**config.mk**
```make
export PLATFORM = sky130hd
export DESIGN_NAME = sram_arbiter
export DESIGN_NICKNAME = d
export VERILOG_FILES = /design/src/rtl/sram_arb_pkg.sv /design/src/rtl/sram_arb_pick.sv /design/src/rtl/sram_arbiter.sv
export SDC_FILE = /design/constraint.sdc
export NUM_CORES = 1
export LEC_CHECK = 0
export ABC_AREA = 1
export CAP_MARGIN = 40
export CORE_UTILIZATION = 42
export DETAILED_ROUTE_END_ITERATION = 10
export PLACE_DENSITY = 0.92
export RECOVER_POWER = 100
export SYNTH_ARGS = -nofsm -noshare
export SYNTH_HDL_FRONTEND = slang
export SYNTH_SLANG_ARGS = --single-unit
```
**constraint.sdc**
```tcl
create_clock -name clk -period 1.9 [get_ports clk]
set_input_delay 0.57 -clock clk [delete_from_list [all_inputs] [get_ports clk]]
set_output_delay 0.57 -clock clk [all_outputs]
set_load 0.01 [all_outputs]
```
**src/rtl/sram_arb_pkg.sv**
```systemverilog
// Shared types and helpers for the SRAM bus arbiter.
// Holds the FSM encoding, default byte-enable width and grant-index sizing.
package sram_arb_pkg;

  typedef enum logic [1:0] {
    IDLE  = 2'd0,
    ISSUE = 2'd1,
    WAIT  = 2'd2
  } state_t;

  localparam int DW_DEF = 16;
  localparam int BE_W   = DW_DEF / 8;

  function automatic int gid_w(input int n);
    return (n > 1) ? $clog2(n) : 1;
  endfunction

endpackage

```
**src/rtl/sram_arb_pick.sv**
```systemverilog
// Combinational winner picker for the SRAM arbiter.
// Fixed lowest-index priority, or round-robin with SRAM_ARB_ROUND_ROBIN_EN.
module sram_arb_pick
  import sram_arb_pkg::*;
#(
  parameter int NREQ = 2,
  parameter int GW   = gid_w(NREQ)
) (
  input  logic [NREQ-1:0] valid,
  input  logic [GW-1:0]   last_grant,
  output logic [NREQ-1:0] onehot,
  output logic [GW-1:0]   idx,
  output logic            any_valid
);

  logic [GW-1:0] c;

  assign any_valid = |valid;

`ifdef SRAM_ARB_ROUND_ROBIN_EN
  // Walk from the farthest slot inward so the nearest one after
  // last_grant is written last and wins.
  always_comb begin
    onehot = '0;
    idx    = '0;
    c      = '0;
    for (int k = NREQ; k >= 1; k--) begin
      c = GW'((int'(last_grant) + k) % NREQ);
      if (valid[c]) begin
        onehot    = '0;
        onehot[c] = 1'b1;
        idx       = c;
      end
    end
  end
`else
  logic unused_last;
  assign unused_last = ^last_grant;

  always_comb begin
    onehot = '0;
    idx    = '0;
    c      = '0;
    for (int i = NREQ - 1; i >= 0; i--) begin
      c = GW'(i);
      if (valid[c]) begin
        onehot    = '0;
        onehot[c] = 1'b1;
        idx       = c;
      end
    end
  end
`endif

endmodule

```
**src/rtl/sram_arbiter.sv**
```systemverilog
// Shares one external SRAM controller between NREQ requesters.
// Define SRAM_ARB_ROUND_ROBIN_EN for round-robin instead of fixed priority.
module sram_arbiter
  import sram_arb_pkg::*;
#(
  parameter int NREQ = 2,
  parameter int AW   = 32,
  parameter int DW   = DW_DEF,
  localparam int BW  = DW / 8,
  localparam int GW  = gid_w(NREQ)
) (
  input  logic              clk,
  input  logic              rst_n,
  input  logic [NREQ-1:0]   req_valid,
  output logic [NREQ-1:0]   req_ready,
  input  logic [NREQ*AW-1:0] req_addr,
  input  logic [NREQ*DW-1:0] req_wdata,
  input  logic [NREQ-1:0]   req_we,
  input  logic [NREQ*BW-1:0] req_be,
  output logic [NREQ-1:0]   rsp_valid,
  output logic [DW-1:0]     rsp_rdata,
  output logic              m_valid,
  input  logic              m_ready,
  output logic [AW-1:0]     m_addr,
  output logic [DW-1:0]     m_wdata,
  output logic              m_we,
  output logic [BW-1:0]     m_be,
  input  logic              m_done,
  input  logic [DW-1:0]     m_rdata,
  output logic              busy,
  output logic [GW-1:0]     grant_id
);

  state_t state, state_d;

  logic [NREQ-1:0] win;
  logic [GW-1:0]   win_idx;
  logic [GW-1:0]   lg;
  logic            any;
  logic            accept;

  assign accept = (state == IDLE) && any;

`ifdef SRAM_ARB_ROUND_ROBIN_EN
  logic [GW-1:0] last_grant;

  always_ff @(posedge clk) begin
    if (!rst_n)
      last_grant <= GW'(NREQ - 1);
    else if (accept)
      last_grant <= win_idx;
  end

  assign lg = last_grant;
`else
  assign lg = '0;
`endif

  sram_arb_pick #(
    .NREQ (NREQ),
    .GW   (GW)
  ) u_pick (
    .valid      (req_valid),
    .last_grant (lg),
    .onehot     (win),
    .idx        (win_idx),
    .any_valid  (any)
  );

  assign req_ready = accept ? win : '0;
  assign m_valid   = (state == ISSUE);
  assign busy      = (state != IDLE);

  always_comb begin
    state_d = state;
    unique case (state)
      IDLE:    if (any)     state_d = ISSUE;
      ISSUE:   if (m_ready) state_d = WAIT;
      WAIT:    if (m_done)  state_d = IDLE;
      default:              state_d = IDLE;
    endcase
  end

  always_ff @(posedge clk) begin
    if (!rst_n) begin
      state     <= IDLE;
      m_addr    <= '0;
      m_wdata   <= '0;
      m_we      <= 1'b0;
      m_be      <= '0;
      grant_id  <= '0;
      rsp_valid <= '0;
      rsp_rdata <= '0;
    end else begin
      state     <= state_d;
      rsp_valid <= '0;
      if (accept) begin
        m_addr   <= req_addr[int'(win_idx)*AW +: AW];
        m_wdata  <= req_wdata[int'(win_idx)*DW +: DW];
        m_we     <= req_we[win_idx];
        m_be     <= req_be[int'(win_idx)*BW +: BW];
        grant_id <= win_idx;
      end
      // Completion is routed back to whoever owns the bus now.
      if (state == WAIT && m_done) begin
        rsp_rdata <= m_rdata;
        rsp_valid <= NREQ'(1) << grant_id;
      end
    end
  end

endmodule

```
==> PnR_summary.wiki <==
{| class="wikitable"
! Metric !! Value
|-
| Number of synthesized register bits || 72
|-
| Max Freq || 0.5392 GHz
|-
| Number of placed I/O pins || 198
|-
| Hold crit path type || register to register
|-
| Min Clock Period, post-route || 1855 ps
|-
| Number of logic stages on the critical path including buffering || 1
|-
| Routability cong. || 0.7742
|-
| Element type at the critical path start || register
|-
| Filler Cells Inserted || 666
|-
| Number of clock buffers inserted by TritonCTS || 9
|-
| Post-synthesis average cell area || 6.087 um2
|-
| Setup repair after global routing missed its margin || false
|-
| Number of port buffers || 197
|-
| Headroom to the max-slew limit || 0.5630
|-
| Total of max-cap violations || 0
|-
| Net count of the finished layout || 899
|-
| Maximum clock insertion buffer count || 2
|-
| Cell types with the largest area share after synthesis || sky130_fd_sc_hd__dfxtp_1 (40%), sky130_fd_sc_hd__nand2_1 (23%), sky130_fd_sc_hd__nor2_1 (11%)
|-
| Critical Path Slowest Stage Cell || sky130_fd_sc_hd__clkdlybuf4s50_1
|-
| Synth Cell Area || 3610 um2
|-
| Most used DFF post-synth || sky130_fd_sc_hd__dfxtp_1
|-
| Vias per Instance || 4.765
|-
| Portion of the clock cycle consumed by the worst path in the final layout || 0.9761
|-
| Via count || 4217
|-
| Cells traversed along the worst timing path || clkdlybuf4s50_1
|-
| Number of core rows || 33
|-
| Number of buffers and inverters on the critical path || 1
|-
| Yosys synthesis warning count || 0
|-
| Proportion of synthesized chip area in sequential cells || 0.3993
|-
| Largest clock skew in the final design || 7.983 ps
|-
| Global-route wire length before repair || 17300 um
|-
| Critical path required time || 1330 ps
|-
| Total Wirelength || 11220 um
|-
| Least-Margin Pin Slew || 653.7 ps
|-
| Remaining routing DRC violations || 0
|-
| Number of optimization iterations in the first detailed-route pass || 4
|-
| R2R Path End || rsp_rdata[7]$_SDFFE_PN0P_
|-
| Clock slew at reported path FFs || 80 ps
|-
| R2R cell count || 4
|-
| Number of sinks on the clock net || 72
|-
| Crit path kind || register to primary output
|-
| Critical Path Sink || grant_id
|-
| Initial antenna violation count || 0
|-
| Total congestion overflow || 0
|-
| Half-perimeter wire length after placement || 8157 um
|-
| Top Family by Delay on Critical Path || buffers and inverters
|-
| Synth cell count leaders || sky130_fd_sc_hd__nand2_1 (224), sky130_fd_sc_hd__nor2_1 (107), sky130_fd_sc_hd__dfxtp_1 (72), sky130_fd_sc_hd__inv_1 (54), sky130_fd_sc_hd__nand3_1 (51)
|-
| Worst setup path startpoint || grant_id$_SDFFE_PN0N_
|-
| Static leakage power || 2.671 nW
|-
| Start of the worst register-to-register path || state[1]$_SDFFE_PN0P_
|-
| Vertical die dimension || 94.71 um
|-
| Maximum vdd drop || 0.4158 mV
|-
| Global-route usage over all layers || 0.2470
|-
| Cell at the root of the clock tree || sky130_fd_sc_hd__clkbuf_8
|-
| Syn_nets || 717
|-
| Initial DRC Count || 115
|-
| Final Hold Viols || 0
|-
| Share of the synthesized area in the top cell type || 0.3993
|-
| Hold-fix buffers, CTS || 0
|-
| Data arrival, critical path || 1280 ps
|-
| Cell type with the highest aggregate area in the netlist || sky130_fd_sc_hd__dfxtp_1
|-
| Clock latency of the later-clocked register in the worst-skew pair || 330 ps
|-
| Worst R2R Setup Slack || 260 ps
|-
| TritonCTS clock tree || done
|-
| Post-Syn Instances || 593
|-
| Largest driver fanout on the critical path || 2
|-
| Post-synth ARST share || 0
|-
| Library cells used by synthesis || 19
|-
| Final std cells w/o fill || 885
|-
| Cell area after placement || 5625 um2
|-
| Initial core utilization || 0.4371
|-
| Routed length per placed instance || 12.67 um
|-
| Share of cells above drive strength 1 || 0.04872
|-
| Area of the die || 8969 um2
|-
| Element type at the critical path end || primary output
|-
| Final-report setup violation count || 0
|-
| Post-synth EDFFs || 0
|-
| Setup TNS || 0 ps
|-
| Std-Cell Core Area || 8258 um2
|-
| Final design area excluding fillers || 5789 um2
|-
| Number of pins exceeding their max-slew limit in the final report || 0
|-
| Number of placed instances with taps included || 868
|-
| Run status || completed
|-
| Biggest cell delay along the critical path || 560 ps
|-
| Number of H-tree levels || 3
|-
| Number of cells on the worst hold path || 2
|-
| Antenna cell count || 0
|-
| Layout area overhead || 60.38%
|-
| Number of global-route vias before repair || 3881
|-
| Die width || 94.71 um
|-
| Pwr dens || 725.6 nW/um2
|-
| Most used standard cell by instance count after synthesis || sky130_fd_sc_hd__nand2_1
|-
| Post-route antenna net violation count || 0
|-
| Pin count of the biggest net entering global routing || 54
|}
==> cell families after synthesis <==
| group | Yosys count | synth area share |
|---|---|---|
| AOI/OAI and AO/OA | 20 | 0.02773 |
| buffers and inverters | 98 | 0.1189 |
| and+or+nand+nor | 403 | 0.4541 |
| DFF | 72 | 0.3993 |
==> routing by layer <==
layer	vias up	wire, um	GRT usage
li1	2160	-	-
met3	25	980	0.08615
met1	1874	4432	0.2623
met4	0	274	0.09217
met5	-	0	0
met2	158	5529	0.4466
==> sequential cells by signal, indices dropped and copies added (netlist names) <==
| name | flops |
|---|---|
| rsp_valid | 2 |
| m_addr | 32 |
| state | 2 |
| m_be | 2 |
| rsp_rdata | 16 |
| m_we | 1 |
| m_wdata | 16 |
| grant_id | 1 |
==> cells in the final DEF (no fill, tap or decap), types with 2 or more instances in the layout <==
master	synthesis	routed
sky130_fd_sc_hd__dlygate4sd2_1	0	3
sky130_fd_sc_hd__dlygate4sd3_1	0	5
sky130_fd_sc_hd__nand3_1	51	52
sky130_fd_sc_hd__a21oi_1	19	19
sky130_fd_sc_hd__inv_2	3	3
sky130_fd_sc_hd__clkbuf_1	15	3
sky130_fd_sc_hd__nand2_1	224	223
sky130_fd_sc_hd__clkbuf_8	0	10
sky130_fd_sc_hd__inv_1	54	54
sky130_fd_sc_hd__buf_4	5	13
sky130_fd_sc_hd__buf_2	16	2
sky130_fd_sc_hd__clkdlybuf4s50_1	0	185
sky130_fd_sc_hd__dfxtp_1	72	72
sky130_fd_sc_hd__nor2_1	107	106
sky130_fd_sc_hd__nand4_1	16	16
sky130_fd_sc_hd__clkinvlp_4	0	2
==> timing repair <==
item                                   CTS  global route
buffers inserted                         1             0
endpoints found under the hold margin    0             0
setup endpoints to repair                4             1
resized for setup                       10             2
pin swaps                                1             0
==> per-stage QoR <==
stage	util	setup slack [ps]	hold slack, ps	power (mW)
after detailed placement	0.6812	-520.6	456.5	3.034
final	0.7011	45.39	467.8	4.200
after floorplan	-	156.0	484.2	2.366
after global routing	0.7011	8.144	482.8	4.463
after CTS	0.7061	17.85	468.9	4.261
after global placement	0.6812	-518.6	447.3	2.987
==> how the worst min path moves through the flow <==
stage	from	endpoint	slack, ps
after CTS	rsp_rdata[12]$_SDFFE_PN0P_	rsp_rdata[12]$_SDFFE_PN0P_	470
after floorplan	rsp_rdata[10]$_SDFFE_PN0P_	rsp_rdata[10]$_SDFFE_PN0P_	480
after detailed placement	rsp_rdata[13]$_SDFFE_PN0P_	rsp_rdata[13]$_SDFFE_PN0P_	460
after global placement	rsp_rdata[6]$_SDFFE_PN0P_	rsp_rdata[6]$_SDFFE_PN0P_	450
after global routing	rsp_rdata[13]$_SDFFE_PN0P_	rsp_rdata[13]$_SDFFE_PN0P_	480
final	rsp_rdata[12]$_SDFFE_PN0P_	rsp_rdata[12]$_SDFFE_PN0P_	470
==> layout make-up <==
cell class,instances,area [um2],share of cell area
Multi-Input combinational cell,423,1739,0.3004
Clock inverter,6,67.56,0.01167
Clock buffer,10,137.6,0.02377
Tap cell,105,131.4,0.02269
Timing Repair Buffer,212,2058,0.3555
Sequential cell,72,1441,0.2490
Inverter,57,214.0,0.03696
==> power by group <==
part	switching (mW)	internal, mW	total [mW]
registers	0.0707	1.65	1.72
clock network	0.586	0.647	1.23
logic	0.594	0.653	1.25
total	1.25	2.95	4.20
Note: power is estimated with default switching activity, not from simulation.
==> variant 1, RTL diff (same flow settings) <==
Add a define of `SRAM_ARB_ROUND_ROBIN_EN`.
--- a/src/rtl/sram_arb_pick.sv
+++ b/src/rtl/sram_arb_pick.sv
@@ -2,2 +2,4 @@
 // Fixed lowest-index priority, or round-robin with SRAM_ARB_ROUND_ROBIN_EN.
+`define SRAM_ARB_ROUND_ROBIN_EN
+
 module sram_arb_pick
Formal check against the unedited RTL: not equivalent (Yosys sat finds a counterexample within 4 cycles, from zero or initial values and one cycle with rst_n low).
==> variant 1 against the original RTL <==
- power rose by 4.6%
- worst setup slack improved by 0.024 ns
- area after synthesis rose by 5.7%
- clock power up 11%
- sequential share of layout area shrank 0.11 points
- routed wire length up 0.91%
- largest cell class unchanged
- sequential cell count grew 1
- final area up 1.9%
==> variant 1: results (changes against the original RTL) <==
metric,value,unit,change
clk_latency,0.34,ns,
ys_top_cells_by_count,"97 x nand2_1, 96 x inv_1, 73 x dfxtp_1",,"was 224 x nand2_1, 107 x nor2_1, 72 x dfxtp_1"
critPathMaxFanout,3,,was 2
hold_path_class,register to register,,unchanged
synth.distinct_cells,24,,was 19
track_usage,0.238,,was 0.247
gp_congestion,0.812,,was 0.774
timing.critical_path.to,busy,,was grant_id
grt_max_degree,77,,was 54
place_hpwl,8.33,mm,was 8.16 mm
relSlewSlack,0.462,,was 0.563
met2_usage,0.455,,was 0.447
leakage,2.66,nW,was 2.67 nW
dr_wl_met3,615,um,was 980 um
rr_endpoint,m_wdata[13],,was rsp_rdata[7]
min-delay-start,rsp_rdata[6],,was rsp_rdata[12]
critPathSlowestCell,dfxtp_1,,was clkdlybuf4s50_1
ir_worst_vdd,0.000458,V,was 0.000416 V
synthTopCellsByArea,"dfxtp_1 38%, nand2_1 9.5%, inv_1 9.4%",,"was dfxtp_1 40%, nand2_1 23%, nor2_1 11%"
grt_use_met1,0.263,,was 0.262
viasPerCell,4.79,,was 4.76
r2r_cells,7,,was 4
hold-path-endpoint,rsp_rdata[6],,was rsp_rdata[12]
hold_slack,0.450,ns,was 0.468 ns
synthCells,540,,was 593
cts_hold_repair.buffers,0,,unchanged
diodes,0,,unchanged
first_iter_violations,112,,was 115
nNetsFinal,852,,was 899
p_sw_frac,0.297,,was 0.298
dp_cells,825,,was 868
dpl_cell_area,5850,sq um,was 5630 sq um
grt_pass1_wl,18.5,mm,was 17.3 mm
wl_met2,5.95,mm,was 5.53 mm
rrSetupSlack,0.22,ns,was 0.26 ns
drive_above_1_share,0.120,,was 0.0487
syn-num-nets,664,,was 717
async_flop_share,0,,unchanged
finalCriticalPeriod,1.83,ns,was 1.85 ns
cts_setup_buffers,0,,was 1
synth-compound-area-share,0.137,,was 0.0277
worstReg2RegStart,last_grant,,was state[1]
fmax,546,MHz,was 539 MHz
netSwitchingPower,1.30,mW,was 1.25 mW
wl_per_cell,13.5,um,was 12.7 um
startpoint,state[0],,was grant_id
finClkSkew,0.00669,ns,was 0.00798 ns
outcome,"complete, no violations",,unchanged
vias,4029,,"was 4,217"
met3_usage,0.0439,,was 0.0862
cpPeakStageDelay,0.37,ns,was 0.56 ns
arrival,1.26,ns,was 1.28 ns
preCtsSetupSlack,-0.749,ns,was -0.521 ns
drt-met1-wl,4.55,mm,was 4.43 mm
==> variant 1: cell count changes after synthesis, sizes merged <==
cell	unedited run	this run
nand3	52	54
nand4	16	0
buf	26	21
clkbuf	15	13
nor2	107	80
o21ai	1	41
a21oi	19	45
nand2	225	110
inv	57	100
dfxtp	72	73
==> variant 1: layout make-up <==
type,count,area (sq um)
Clock buffer,9,124
Inverter,100,375
Timing Repair Buffer,211,2080
Clock inverter,7,101
Sequential cell,73,1460
Fill cell,749,2870
Multi-Input combinational cell,333,1620
Tap cell,108,135
==> variant 1: what timing repair did <==
item                       4_1_cts  5_1_grt
pin swaps                        1        0
setup endpoints to repair       55        5
hold endpoints to repair         0        0
gates resized for setup         17        6
==> variant 1: logic make-up (layout without fill, tap and decap cells) <==
group / count (synthesis) / after routing
AND/OR/NAND/NOR: 247 / 247
buffers and inverters: 134 / 327
AO/OA/AOI/OAI: 86 / 86
flip-flops: 73 / 73
==> variant 2, RTL diff (config.mk and constraints unchanged) <==
Without the edit above. Re-encode `state_t` (3 states) as one-hot, 3 bits wide.
--- a/src/rtl/sram_arb_pkg.sv
+++ b/src/rtl/sram_arb_pkg.sv
@@ -4,6 +4,6 @@
 
-  typedef enum logic [1:0] {
-    IDLE  = 2'd0,
-    ISSUE = 2'd1,
-    WAIT  = 2'd2
+  typedef enum logic [2:0] {
+    IDLE  = 3'b001,
+    ISSUE = 3'b010,
+    WAIT  = 3'b100
   } state_t;
Check against the original RTL: no difference found for any inputs over 10 cycles, from zero or initial values and one cycle with rst_n low; not proved beyond that.
==> variant 2 against the original RTL <==
- largest cell class unchanged
- critical path type unchanged
- combinational power is 25% higher
- power increased by 11%
- routed wire length shrank 3.2%
- final area decreased by 1.5%
- area after synthesis fell by 8.6%
- highest routed layer unchanged
- sequential cell count up 1
- via count is 4.7% lower
- worst setup slack got worse by 0.038 ns
==> variant 2: results (changes against the original RTL) <==
metric,value,unit,change
dp_cells,778,,was 868
viasPerCell,5.07,,was 4.76
synth_seq_area_share,0.443,,was 0.399
outcome,"complete, no violations",,unchanged
wl,10.9,mm,was 11.2 mm
grt_pass1_vias,3938,,"was 3,881"
preCtsSetupSlack,-0.470,ns,was -0.521 ns
gp_congestion,0.873,,was 0.774
leakage,2.47,nW,was 2.67 nW
first_iter_violations,133,,was 115
cts_setup_buffers,0,,was 1
synth-compound-area-share,0.136,,was 0.0277
rr_endpoint,rsp_rdata[5],,was rsp_rdata[7]
fillers,509,,was 666
startpoint,state[2],,was grant_id
hold_slack,0.450,ns,was 0.468 ns
hold-path-endpoint,rsp_rdata[14],,was rsp_rdata[12]
synthTopCellsByArea,"dfxtp_1 44%, nand2_1 12%, nor2_1 12%",,"was dfxtp_1 40%, nand2_1 23%, nor2_1 11%"
r2r_cells,6,,was 4
ys_top_cells_by_count,"107 x nand2_1, 107 x nor2_1, 73 x dfxtp_1",,"was 224 x nand2_1, 107 x nor2_1, 72 x dfxtp_1"
critPathSlowestCell,dfxtp_2,,was clkdlybuf4s50_1
arrival,1.32,ns,was 1.28 ns
syn-num-nets,625,,was 717
synthCells,501,,was 593
nNetsFinal,814,,was 899
reg.largest.list,"m_addr (32), m_wdata (16), rsp_rdata (16)",,unchanged
wl_per_cell,13.7,um,was 12.7 um
synth-adder-area-share,0,,unchanged
dpl_cell_area,5460,sq um,was 5630 sq um
grt_max_degree,53,,was 54
grt_pass1_wl,18.2,mm,was 17.3 mm
synth.distinct_cells,18,,was 19
timing.critical_path.to,busy,,was grant_id
track_usage,0.272,,was 0.247
cts_resized,11,,was 10
critPathMaxFanout,7,,was 2
place_hpwl,7.99,mm,was 8.16 mm
rrSetupSlack,0.40,ns,was 0.26 ns
finClkSkew,0.00694,ns,was 0.00798 ns
min-delay-start,rsp_rdata[14],,was rsp_rdata[12]
-- variant 2: logic make-up after synthesis --
logic type / after synthesis
DFF: 73
buffers and inverters: 61
and+or+nand+nor: 278
AOI/OAI and AO/OA: 89
-- variant 2: per-layer routing --
metal	vias up	wire length, um	part of all wire	GRT usage
li1	1981	-	-	-
met1	1848	4170	0.38	0.307
met2	172	5710	0.53	0.503
met3	17	778	0.072	0.0556
met4	0	195	0.018	0.0941
met5	-	0	0	0
-- variant 2: layout make-up --
cell class / count / area [sq um] / share of cell area
inverters: 24 / 90.1 / 0.0158
clock buffers: 12 / 165 / 0.0290
well taps: 99 / 124 / 0.0217
repair buffers: 215 / 2200 / 0.385
clock inverters: 2 / 37.5 / 0.00658
flip-flops and latches: 73 / 1470 / 0.257
multi-input cells: 367 / 1620 / 0.285
-- variant 2: report_power, final --
part	internal (mW)	switching [mW]	leakage (nW)	total, mW
clock	0.701	0.540	0.101	1.24
combinational	0.839	0.721	1.77	1.56
sequential	1.74	0.112	0.602	1.85
